`src/rtl/multi_bit_shift_register_if.sv`:
```
// multi_bit_shift_register_if: data bus of the multi-bit delay line.
// Signals: si (word in), so (oldest word out), so_valid (so holds a real word),
// taps (all stages, only when MBSR_TAPS_EN is defined).
// Modports: master drives si, slave (the delay line) drives the outputs.
interface multi_bit_shift_register_if #(
  parameter int WIDTH = 8
`ifdef MBSR_TAPS_EN
  , parameter int POSITIONS = 8
`endif
);
  logic [WIDTH-1:0] si;
  logic [WIDTH-1:0] so;
  logic so_valid;
`ifdef MBSR_TAPS_EN
  logic [POSITIONS*WIDTH-1:0] taps;
  modport master(output si, input so, so_valid, taps);
  modport slave(input si, output so, so_valid, taps);
`else
  modport master(output si, input so, so_valid);
  modport slave(input si, output so, so_valid);
`endif
endinterface

```
`src/rtl/multi_bit_shift_register.sv`:
```
// multi_bit_shift_register: fixed-depth WIDTH-bit delay line, so = si delayed POSITIONS clocks.
// Ports: clk (rising edge), rst (async, active high), bus (slave modport: si, so, so_valid[, taps]).
// Optional macro MBSR_TAPS_EN exposes every stage on bus.taps (stage i at taps[i*WIDTH +: WIDTH]).
module multi_bit_shift_register #(
  parameter int POSITIONS = 8,
  parameter int WIDTH = 8
) (
  input logic clk,
  input logic rst,
  multi_bit_shift_register_if.slave bus
);
  localparam int CW = $clog2(POSITIONS + 1);
  localparam logic [CW-1:0] FULL = CW'(POSITIONS);
  logic [POSITIONS-1:0][WIDTH-1:0] stage_q, stage_d;
  logic [CW-1:0] count_q, count_d;
  always_comb begin
    stage_d[0] = bus.si;
    for (int i = 1; i < POSITIONS; i++) stage_d[i] = stage_q[i-1];
    // fill counter saturates once the pipe holds only post-reset words
    count_d = count_q == FULL ? count_q : count_q + CW'(1);
  end
  always_ff @(posedge clk or posedge rst)
    if (rst) begin
      stage_q <= '0;
      count_q <= '0;
    end else begin
      stage_q <= stage_d;
      count_q <= count_d;
    end
  assign bus.so = stage_q[POSITIONS-1];
  assign bus.so_valid = count_q == FULL;
`ifdef MBSR_TAPS_EN
  assign bus.taps = stage_q;
`endif
endmodule

```
`src/flat_wrapper.sv`:
```
// flat-port wrapper written by rule: the top's interface ports become plain ports
module multi_bit_shift_register_flat 
#(
  parameter int POSITIONS = 8,
  parameter int WIDTH = 8
)
  (clk, rst, bus_si, bus_so, bus_so_valid);
  multi_bit_shift_register_if #(.WIDTH(WIDTH)) bus_i ();
  input logic clk;
  input logic rst;
  input wire logic [$bits(bus_i.si)-1:0] bus_si;
  output wire logic [$bits(bus_i.so)-1:0] bus_so;
  output wire logic [$bits(bus_i.so_valid)-1:0] bus_so_valid;
  assign bus_i.si = bus_si;
  assign bus_so = bus_i.so;
  assign bus_so_valid = bus_i.so_valid;
  multi_bit_shift_register #(.POSITIONS(POSITIONS), .WIDTH(WIDTH)) u_core (.clk(clk), .rst(rst), .bus(bus_i));
endmodule
```
`config.mk`:
```
export PLATFORM = sky130hd
export DESIGN_NAME = multi_bit_shift_register_flat
export DESIGN_NICKNAME = d
export VERILOG_FILES = /design/src/rtl/multi_bit_shift_register_if.sv /design/src/rtl/multi_bit_shift_register.sv /design/src/flat_wrapper.sv
export SDC_FILE = /design/constraint.sdc
export NUM_CORES = 1
export LEC_CHECK = 0
export CORE_ASPECT_RATIO = 0.5
export CORE_MARGIN = 1
export CORE_UTILIZATION = 48
export CTS_CLUSTER_SIZE = 16
export DETAILED_ROUTE_END_ITERATION = 6
export HOLD_SLACK_MARGIN = 0.02
export PLACE_DENSITY_LB_ADDON = 0.2
export SYNTH_ARGS = -nofsm -noshare
export SYNTH_HDL_FRONTEND = slang
export SYNTH_SLANG_ARGS = --single-unit
```
`constraint.sdc`:
```
create_clock -name clk -period 2.23 [get_ports clk]
set_input_delay 0.5575 -clock clk [delete_from_list [all_inputs] [get_ports clk]]
set_output_delay 0.5575 -clock clk [all_outputs]
set_load 0.02 [all_outputs]
```
# ---- Word level (Yosys, flattened, before mapping)
# Index checks and enable logic that the tools add are counted.
dict set report word_totals {
  ramBits 0
  memories 0
  latch_bits 0
  register_bits 68
  out_inout_bits 9
  elab_cells 11
  romBits 0
}
dict set report op_classes {
  n_eq_ne 1
  div_mod_pow 0
  n_reduce_logical 0
  shifts 0
  n_mux 0
  multipliers 0
  bitwise 0
  addsub 1
  magnitude_cmp 0
}
# cell count
set op_table {}
lappend op_table {{$add 4x1->4 const B} 1}
lappend op_table {{$eq 4x4->1 const B} 1}

# ---- Longest topological paths before layout
dict set report depth {
  depth_word 1
  depth_mapped 4
  mapped_depth_nobuf 4
}

# ---- Worst setup path before layout
# No wires, ideal clock.
dict set report synth_timing {
  kind {register to output}
  from {reg u_core.count_q[0]}
  to {out bus_so_valid}
  required_time_ns 1.673
  path_slack_ns 0.767
  t_arrival_ns 0.905
  path_stages_with_launch 5
  cell_sequence {dfrtp_1 > inv_1 > ha_1 > nand3b_4 > inv_1}
}
dict set report synth_between {
  elab_chain_cells 1
}
# element line_no
set synth_lines {}
lappend synth_lines {{start, declared} multi_bit_shift_register.sv:15} ;# logic [CW-1:0] count_q, count_d;
lappend synth_lines {{start signal, assigned} multi_bit_shift_register.sv:28} ;# count_q <= count_d;
lappend synth_lines {{$eq 4x4->1} multi_bit_shift_register.sv:31} ;# assign bus.so_valid = count_q == FULL;
lappend synth_lines {{end, declared} flat_wrapper.sv:13} ;# output wire logic [$bits(bus_i.so_valid)-1:0] bus_so_valid;
# Every way passes these cells.

# ---- Worst setup path after layout
# Ends and elaborated chain as after synthesis.

==> run summary <==
* **unrepaired setup endpoints after global routing** false
* **Post-route DRC** 0
* **count of antenna-violating nets left after detailed routing** 0
* **arrival time at the worst endpoint** 1.53 ns
* **clock sink total** 68
* **area of the multi-input gates** 109 µm²
* **Required @ worst endpoint** 1.67 ns
* **setup total negative slack** 0 ns
* **Max transition margin** 0.778
* **type of destination of the critical path** primary output
* **Crit Path Class** reg2out
* **critical path fanouts, max** 3
* **final worst-path cycle share** 0.937
* **dpl hpwl** 1210 µm
* **netlist area before placement** 0.00182 mm²
* **hold-fix buffer count after cts** 0
* **maximum clock path buffer count** 2
* **Final Setup Violations** 0
* **final core utilization** 0.650
* **leading cell types in the layout, fill and taps excluded** sky130_fd_sc_hd__dfrtp_1 (68), sky130_fd_sc_hd__clkdlybuf4s50_1 (17), sky130_fd_sc_hd__clkbuf_8 (10)
* **DRT iter0 DRCs** 13
* **power density over the cells** 1020 mW/mm²
* **number of clock buffers inserted by TritonCTS** 9
* **clock root buffer** sky130_fd_sc_hd__clkbuf_8
* **Final Hold Slack** 0.343 ns
* **proportion of synthesized chip area in sequential cells** 0.933
* **Achievable Freq** 0.478 GHz
* **final number of hold-violating endpoints** 0
* **placer's final routability congestion estimate** 0.623
* **Nets** 125
* **total length of routed wires** 2000 µm
* **first-pass GRT wire length** 3200 µm
* **most frequent standard cell in the layout excluding fill and tap cells** sky130_fd_sc_hd__dfrtp_1
* **final routed wire length divided by cell count** 11.9 µm
* **clock latency on the worst-skew pair** 0.32 ns
* **worst hold path class** reg2reg
* **distinct cell type count of the synthesized netlist** 10
* **slowest cell delay on critical path** 0.40 ns
* **Startpoint Class** register
* **signed area change from the synthesized netlist to the final layout** 25.8%
* **series of cell instances along the critical path** inv_1, ha_2, nand3b_4, inv_1, dlygate4sd2_1
* **overall track demand over capacity in global routing** 0.127
* **# fillers** 255
* **DR vias** 687
* **transition time of the tightest slew-check pin** 0.333 ns
* **via count of the first global-routing pass** 682
* **maximum number of pins on one net before global-route repair** 69
* **post-synthesis cell count** 83
* **site row count** 15
* **Pre-Repair DR Iteration Count** 2
* **die span in y** 45.6 µm
* **launch point of the worst path** u_core.count_q[0]
* **area of the die** 0.00406 mm²
* **number of H-tree branching levels** 3
* **peak-usage layer in the global routing report** met2
* **die width** 89.2 µm
* **I/O pin count** 19
* **final count of pins violating max slew** 0
* **TritonCTS clock tree** built
* **FF-to-FF Start** u_core.count_q[0]
* **number of max-capacitance violations reported** 0
* **area taken by flip-flops and latches** 0.00170 mm²
* **Remaining Overflow, GRT** 0
* **maximum clock skew at final layout** 0.00534 ns
* **effective utilization at floorplan** 0.517
* **Slowest-stage cell, CP** sky130_fd_sc_hd__dfrtp_1
* **input/output buffers** 18
* **Peak supply drop** 0.551 mV
* **Lkg Pwr** 1.05 nW
* **Worst-path clk slew** 0.07 ns
* **met1 track demand over resource in global routing** 0.130
* **initial antenna violation count** 0
* **routed vias/inst** 4.07
* **nets in the synthesized netlist** 95
* **result of the run** completed
* **core area** 0.00353 mm²
* **final critical path time including I/O delays and setup** 2.09 ns
* **Worst Hold Launch** u_core.stage_d[38]
* **global routing usage on met2** 0.192
* **syn_area_per_cell** 22.0 µm²
* **Diodes inserted** 0
* **met3 demand-to-capacity share in global routing** 0.0761
* **Critical Path Most Common Cell** sky130_fd_sc_hd__inv_1
* **Ys Warns** 0
* **share of cells above drive strength 1** 0.169
* **number of synthesized register bits** 68
registers in the layout, summed over array words and instances, names as in the netlist:
signal and count:
u_core.bus.so 8, u_core.count_q 4, u_core.stage_d 56
worst paths after layout:
path	endpoint	slack (ns)	depth (start not counted)
max in group asynchronous	u_core.stage_d[35]	1.30	3
min reg2reg	u_core.stage_d[46]	0.34	0
max	bus_so_valid	0.14	5
max reg2reg	u_core.count_q[1]	0.98	4
min	u_core.stage_d[46]	0.34	0
min in group asynchronous	u_core.bus.so[2]	0.66	3
metrics by stage:
| step | power (mW) | std cells | area (µm²) | setup slack, ns |
|---|---|---|---|---|
| final | 2.34 | 169 | 2290 | 0.140 |
| after global routing | 2.44 | 169 | 2290 | 0.0204 |
| after CTS | 2.38 | 169 | 2290 | 0.0965 |
| after detailed placement | 1.40 | 153 | 2090 | 0.201 |
| after global placement | 1.39 | 153 | 2090 | 0.261 |
| after floorplan | 1.35 | 83 | 1830 | 0.767 |
cell families (layout without fill, tap and decap cells):
kind of cell | Yosys count | after routing | synth area share
compound gates | 1 | 1 | 0.00412
flops | 68 | 68 | 0.933
fa+ha+maj | 2 | 2 | 0.0137
mux | 1 | 1 | 0.00823
xor+xnor | 2 | 2 | 0.00961
simple gates | 5 | 5 | 0.0226
buf+inv | 4 | 39 | 0.00823
timing repair:
item                                   CTS  global route
endpoints found under the hold margin    0             0
buffers inserted                         0             0
gates resized for setup                  1             1
setup endpoints to repair                1             1
pin swaps                                0             0
per-layer routing:
metal / share of wire / routed length (µm) / up-vias
li1: - / - / 316
met3: 0.062 / 125 / 2
met5: 0 / 0 / -
met2: 0.49 / 973 / 25
met1: 0.45 / 895 / 344
met4: 0.0040 / 8 / 0
critical path, delay by kind of cell (launching register included):
family,cells,cell delay [ns]
buf+inv,3,0.49
flops,1,0.40
fa+ha+maj,1,0.22
simple gates,1,0.10
synthesized netlist by cell type:
library cell,count,area (µm²)
sky130_fd_sc_hd__inv_1,4,15.0
sky130_fd_sc_hd__nor2b_1,2,12.5
sky130_fd_sc_hd__nand3_1,1,5.00
sky130_fd_sc_hd__a21o_1,1,7.51
sky130_fd_sc_hd__nand2_1,1,3.75
sky130_fd_sc_hd__nand3b_4,1,20.0
sky130_fd_sc_hd__ha_1,2,25.0
sky130_fd_sc_hd__xnor2_1,2,17.5
sky130_fd_sc_hd__mux2_4,1,15.0
sky130_fd_sc_hd__dfrtp_1,68,1700
final cells by class:
| type | count | area share |
|---|---|---|
| clock inverters | 5 | 0.0262 |
| inverters | 4 | 0.00818 |
| repair buffers | 19 | 0.0867 |
| flip-flops and latches | 68 | 0.742 |
| clock buffers | 11 | 0.0616 |
| well taps | 51 | 0.0278 |
| multi-input cells | 11 | 0.0475 |
power breakdown:
part | internal [mW] | total [mW] | switching [mW]
registers | 1.29 | 1.31 | 0.0152
clock network | 0.550 | 0.970 | 0.419
logic | 0.0300 | 0.0666 | 0.0366
(Power assumes the default switching activity.)
